## src/rtl/text_overlay_renderer.sv

```systemverilog
// text_overlay_renderer: slides a bitmap message vertically into its rest
// position, then blinks it, producing a box flag and a lit-pixel flag for the
// current scan coordinate through a two-stage pipeline.
module text_overlay_renderer #(
    parameter int TEXT_W       = 104,
    parameter int TEXT_H       = 11,
    parameter int SCALE        = 3,
    parameter int MSG_X        = 180,
    parameter int MSG_Y        = 180,
    parameter int NUM_MSG      = 2,
    parameter logic [NUM_MSG*TEXT_W*TEXT_H-1:0] BITMAP = '0,
    parameter int SLIDE_PIX    = 60,
    parameter int SLIDE_STEP   = 4,
    parameter int BLINK_FRAMES = 30
) (
    input  logic       clk,
    input  logic       rst,
    input  logic [9:0] X,
    input  logic [9:0] Y,
    input  logic       frame_start,
    input  logic       enable,
    input  logic [((NUM_MSG > 1) ? $clog2(NUM_MSG) : 1)-1:0] msg_sel,
    output logic       inside_area,
    output logic       is_pixel
);

    localparam int SEL_W    = (NUM_MSG > 1) ? $clog2(NUM_MSG) : 1;
    localparam int ROW_W    = (TEXT_H > 1) ? $clog2(TEXT_H) : 1;
    localparam int COL_W    = (TEXT_W > 1) ? $clog2(TEXT_W) : 1;
    localparam int CNT_W    = (BLINK_FRAMES > 1) ? $clog2(BLINK_FRAMES) : 1;
    // Coordinates are widened so box edges past 1023 never wrap; the 10-bit
    // scan position then clips the box naturally.
    localparam int CW       = 12;
    localparam int MSG_BITS = TEXT_W * TEXT_H;
    localparam int IDX_W    = (NUM_MSG * MSG_BITS > 1) ? $clog2(NUM_MSG * MSG_BITS) : 1;

    localparam logic [SEL_W-1:0] MSG_LAST = SEL_W'(NUM_MSG - 1);
    localparam logic [CNT_W-1:0] CNT_LAST = (BLINK_FRAMES > 0) ? CNT_W'(BLINK_FRAMES - 1) : '0;

    typedef enum logic [1:0] {IDLE, SLIDE, ON, OFF} state_t;

    state_t            state;
    logic [CW-1:0]     offset;
    logic [CNT_W-1:0]  blink_cnt;
    logic [SEL_W-1:0]  msg;

    logic [CW-1:0]     x_ext, y_ext, top, dx, dy;
    logic              in_box;

    logic              s1_in;
    logic [ROW_W-1:0]  s1_row;
    logic [COL_W-1:0]  s1_col;
    state_t            s1_state;
    logic [SEL_W-1:0]  s1_msg;

    logic [IDX_W-1:0]  bit_idx;
    logic              lit;

    // Frame-rate control: slide-in, blink and message latch, advanced only on frame_start
    always_ff @(posedge clk) begin
        if (rst) begin
            state     <= IDLE;
            offset    <= '0;
            blink_cnt <= '0;
            msg       <= '0;
        end else if (frame_start) begin
            if (!enable) begin
                state  <= IDLE;
                offset <= '0;
            end else begin
                unique case (state)
                    IDLE: begin
                        state     <= SLIDE;
                        offset    <= CW'(SLIDE_PIX);
                        blink_cnt <= '0;
                        msg       <= (msg_sel > MSG_LAST) ? MSG_LAST : msg_sel;
                    end
                    SLIDE: begin
                        if (offset == '0)
                            state <= ON;
                        else if (offset > CW'(SLIDE_STEP))
                            offset <= offset - CW'(SLIDE_STEP);
                        else
                            offset <= '0;
                    end
                    ON, OFF: begin
                        if (BLINK_FRAMES == 0) begin
                            state <= ON;
                        end else if (blink_cnt == CNT_LAST) begin
                            state     <= (state == ON) ? OFF : ON;
                            blink_cnt <= '0;
                        end else begin
                            blink_cnt <= blink_cnt + CNT_W'(1);
                        end
                    end
                    default: state <= IDLE;
                endcase
            end
        end
    end

    // Box test against the pre-update offset for the current scan position
    always_comb begin
        x_ext  = CW'(X);
        y_ext  = CW'(Y);
        top    = CW'(MSG_Y) + offset;
        dx     = x_ext - CW'(MSG_X);
        dy     = y_ext - top;
        in_box = (x_ext >= CW'(MSG_X)) && (x_ext < CW'(MSG_X + TEXT_W * SCALE)) &&
                 (y_ext >= top) && (y_ext < top + CW'(TEXT_H * SCALE));
    end

    // Stage 1: register box flag, source row/column, state and message
    always_ff @(posedge clk) begin
        if (rst) begin
            s1_in    <= 1'b0;
            s1_row   <= '0;
            s1_col   <= '0;
            s1_state <= IDLE;
            s1_msg   <= '0;
        end else begin
            s1_in    <= in_box;
            s1_row   <= in_box ? ROW_W'(dy / CW'(SCALE)) : '0;
            s1_col   <= in_box ? COL_W'(dx / CW'(SCALE)) : '0;
            s1_state <= state;
            s1_msg   <= msg;
        end
    end

    // Bitmap is stored top row / leftmost column in the most significant bits
    always_comb begin
        bit_idx = IDX_W'(int'(s1_msg) * MSG_BITS
                         + (TEXT_H - 1 - int'(s1_row)) * TEXT_W
                         + (TEXT_W - 1 - int'(s1_col)));
        lit     = BITMAP[bit_idx];
    end

    // Stage 2: register gated outputs
    always_ff @(posedge clk) begin
        if (rst) begin
            inside_area <= 1'b0;
            is_pixel    <= 1'b0;
        end else begin
            inside_area <= s1_in && (s1_state != IDLE);
            is_pixel    <= s1_in && ((s1_state == SLIDE) || (s1_state == ON)) && lit;
        end
    end

endmodule
```

## config.mk

```make
export PLATFORM = sky130hd
export DESIGN_NAME = text_overlay_renderer
export DESIGN_NICKNAME = d
export VERILOG_FILES = /design/src/rtl/text_overlay_renderer.sv
export SDC_FILE = /design/constraint.sdc
export NUM_CORES = 1
export LEC_CHECK = 0
export CORE_MARGIN = 5
export CORE_UTILIZATION = 55
export DETAILED_ROUTE_END_ITERATION = 8
export PLACE_DENSITY = 0.81
export SYNTH_ARGS = -nofsm -noshare
export SYNTH_HDL_FRONTEND = slang
export SYNTH_SLANG_ARGS = --single-unit
```

## constraint.sdc

```tcl
create_clock -name clk -period 4.7 [get_ports clk]
set_clock_uncertainty 0.05 [all_clocks]
set_input_delay 1.41 -clock clk [delete_from_list [all_inputs] [get_ports clk]]
set_output_delay 1.41 -clock clk [all_outputs]
set_load 0.01 [all_outputs]
```

==> metrics.md <==
| Metric | Value |
|---|---|
| Cell with the most instances after synthesis | `a21oi_1` |
| Hold-fix buffers, CTS | `0` |
| Startpoint types | `input pin` |
| Share of layout cells above drive strength 1 | `5.837%` |
| Top FF cell, synth | `dfxtp_1` |
| Worst skew pair latency | `slightly above 300 ps` |
| Setup_tns | `0 ps` |
| Fillers | `roughly 320` |
| Critical path depth | `7` |
| Min Tclk post-route | `3117 ps` |
| Req. time, crit path | `4850 ps` |
| DRC violations left | `0` |
| Critical path's largest stage delay | `590 ps` |
| Combinational share of power | `~36%` |
| Setup bufs post-CTS | `0` |
| Hold path start | `s1_in` |
| Delay-heaviest family, CP | `compound AO/OA/AOI/OAI gates` |
| Asr flop ratio synth | `0%` |
| CTS H-tree lvls | `1` |
| Worst Hold Class | `flop to flop` |
| Crit Path Class | `input pin to flop` |
| Cts repair resizes | `0` |
| P_int | `~0.29 mW` |
| GRT overflow | `0` |
| First-pass GRT wire length | `6975 um` |
| Area delta synth->final | `12.76%` |
| ANT cells | `0` |
| Sequential share of power | `43.8%` |
| Clk pwr share | `20.1%` |
| CTS tree | `built` |
| CP arrival | `3270 ps` |
| Hold path depth | `1` |
| Routed WL per cell | `13.28 um` |
| Largest net degree at the start of global routing | `23` |
| CTS Sinks | `21` |
| CTS Buffer Depth | `2` |
| Post-synth EDFFs | `0` |
| Psw | `0.1600 mW` |
| Hold EP | `inside_area` |
| Routed vias | `1779` |
| Total Routed Length | `4024 um` |
| Final setup margin | `1583 ps` |
| R2r worst-path depth | `11` |
| Initial Util | `roughly 56%` |
| Crit Reg-Reg Startpoint | `offset[2]` |
| CP max FO | `2` |
| Clock slew at reported path FFs | `~110 ps` |
| Initial antenna violation count | `0` |
| CP bufs+invs | `1` |
| Register bit count reported by yosys | `21` |
| Total GRT Usage | `19.17%` |
| FP Rows | `21` |
| Pleak | `0.8030 nW` |
| Chip Width | `between 60 and 70 um` |
| Fin. max-slew vios | `0` |
| Reg2Reg Setup Slack | `1660 ps` |
| Synth area leader | `dfxtp_1` |
| Die area | `0.004651 sq mm` |
| Layout Nets | `about 300` |
| Max Cap Viol | `0` |
| Endpoints failing setup | `0` |
| Crit path max-delay cell type | `a2111oi_0` |
| Maximum vdd drop | `151.8 uV` |
| PwrDens | `approximately 210 mW/mm^2` |
| Vias in the first global route | `1607` |
| Switch share | `around 36%` |
| Period Utilization, post-route | `66.31%` |
| Slew HR | `58.37%` |
| Ports | `27` |
| Max Clk Rate | `roughly 320 MHz` |
| Cells after synthesis | `244` |
| Mapped Avg Cell Area | `7.635 sq um` |
| Placer Congestion | `0.8655` |
| Synthesized cell area | `0.001863 sq mm` |
| Mapped Nets | `290` |
| Placement Setup Slack | `1231 ps` |
| Top-area cell type share of the netlist area | `22.57%` |
| Final hold violations | `0` |
| Ys Warns | `0` |
| Core footprint | `0.003311 sq mm` |
| Top post-synthesis cells by area | `dfxtp_1 (23%), ha_1 (14%), a21oi_1 (5.9%), nor3_1 (4.3%), o21ai_0 (4.3%)` |
| Status | `finished clean` |
| Crit-path cells | `clkdlybuf4s50_1 > ha_1 > nand2_1 > a2111oi_0 > o22ai_1 > a21oi_1 > nor3_1` |
| Tightest Pin Transition | `roughly 600 ps` |
| Register area share after synthesis | `22.57%` |
| TritonCTS Buffers | `3` |
| RSZ-0062 raised after global routing | `false` |
| Vias per cell | `5.871` |
| Root buf cell | `clkbuf_4` |
| Input/output buffers | `22` |
| Reg2reg end | `s1_in` |
| Initial DRC Count | `64` |
| Leading cell types by count after synthesis | `a21oi_1 (22), dfxtp_1 (21), ha_1 (21), nor2_1 (21), nand2_1 (19)` |
| Critical path capture point type | `flop` |
| ANT nets after route | `0` |
| DP HPWL | `3012 um` |
| Die Y | `approximately 68 um` |
| Synth unique cells | `49` |
| 1st-pass router iterations | `5` |
## how the worst max path moves through the flow
stage	from	to	slack, ps
2_1_floorplan	Y[2]	s1_in	2120
3_3_place_gp	Y[7]	s1_in	1240
3_5_place_dp	Y[7]	s1_in	1230
4_1_cts	Y[7]	s1_in	1560
5_1_grt	offset[2]	s1_in	1400
6_report	Y[7]	s1_in	1580
## cells in the final DEF (no fill, tap or decap), types with 5 or more instances in the layout
master / n
nor2_1: 21
nand2_1: 19
ha_1: 21
dfxtp_1: 21
o21ai_0: 16
inv_1: 12
clkdlybuf4s50_1: 22
a21oi_1: 22
nor3_1: 16
xor2_1: 5
nand3_1: 5
a211oi_1: 9
## worst register-to-register path: stages (launching register included)
cell,delay [ps]
dfxtp_1,510
ha_1,420
nand2_1,80
o21ai_0,160
a21oi_1,100
xor2_1,170
ha_1,310
nand2_1,90
a2111oi_0,590
o22ai_1,190
a21oi_1,170
nor3_1,80
## sequential cells by signal, summed over array words and instances, names as in the netlist
register	cells
s1_state	2
s1_in	1
state	2
blink_cnt	5
inside_area	1
offset	10
## power by group through the flow
stage                     clock network [mW]  registers (mW)  logic, mW
after detailed placement                   0           0.199      0.160
after CTS                             0.0917           0.195      0.161
after global routing                   0.103           0.198      0.184
after global placement                     0           0.199      0.157
after floorplan                            0           0.193      0.121
final                                 0.0899           0.196      0.162
## cells by family after synthesis
| family | after synthesis | synth area share [%] |
|---|---|---|
| adders and majority gates | 21 | 14.10 |
| other | 1 | 0.2013 |
| buffers and inverters | 26 | 6.447 |
| and+or+nand+nor | 94 | 26.26 |
| xor gates and xnor gates | 9 | 4.231 |
| AOI/OAI and AO/OA | 72 | 26.19 |
| DFF | 21 | 22.57 |
## cell type report
class                   instances  area, sq um  area share [%]
clock inverters                 1        5.005          0.2382
flip-flops and latches         21        420.4           20.01
well taps                      46        57.56           2.740
repair buffers                 23        227.7           10.84
clock buffers                   3        22.52           1.072
inverters                      12        45.04           2.144
multi-input cells             197         1323           62.95
## per-layer routing
metal | global-route usage, % | part of all wire [%] | routed length [um] | vias to the layer above
met5 | 0 | 0 | 0 | -
met1 | 26.12 | 48 | 1922 | 797
met4 | 5.211 | 1.4 | 55 | 0
met2 | 31.29 | 44 | 1785 | 49
li1 | - | - | - | 926
met3 | 2.956 | 6.5 | 261 | 7
## stage by stage
stage | utilization (%) | power [mW] | hold slack, ps | instances | area, sq um
after CTS | 63.45 | 0.4480 | 421.5 | 303 | 2101
final | 63.45 | 0.4476 | 420.3 | 303 | 2101
after global routing | 63.45 | 0.4840 | 451.7 | 303 | 2101
after floorplan | - | 0.3140 | 390.9 | 244 | 1863
after global placement | 62.62 | 0.3563 | 405.6 | 299 | 2073
after detailed placement | 62.62 | 0.3590 | 396.9 | 299 | 2073
Power figures use the tool's default switching activity.
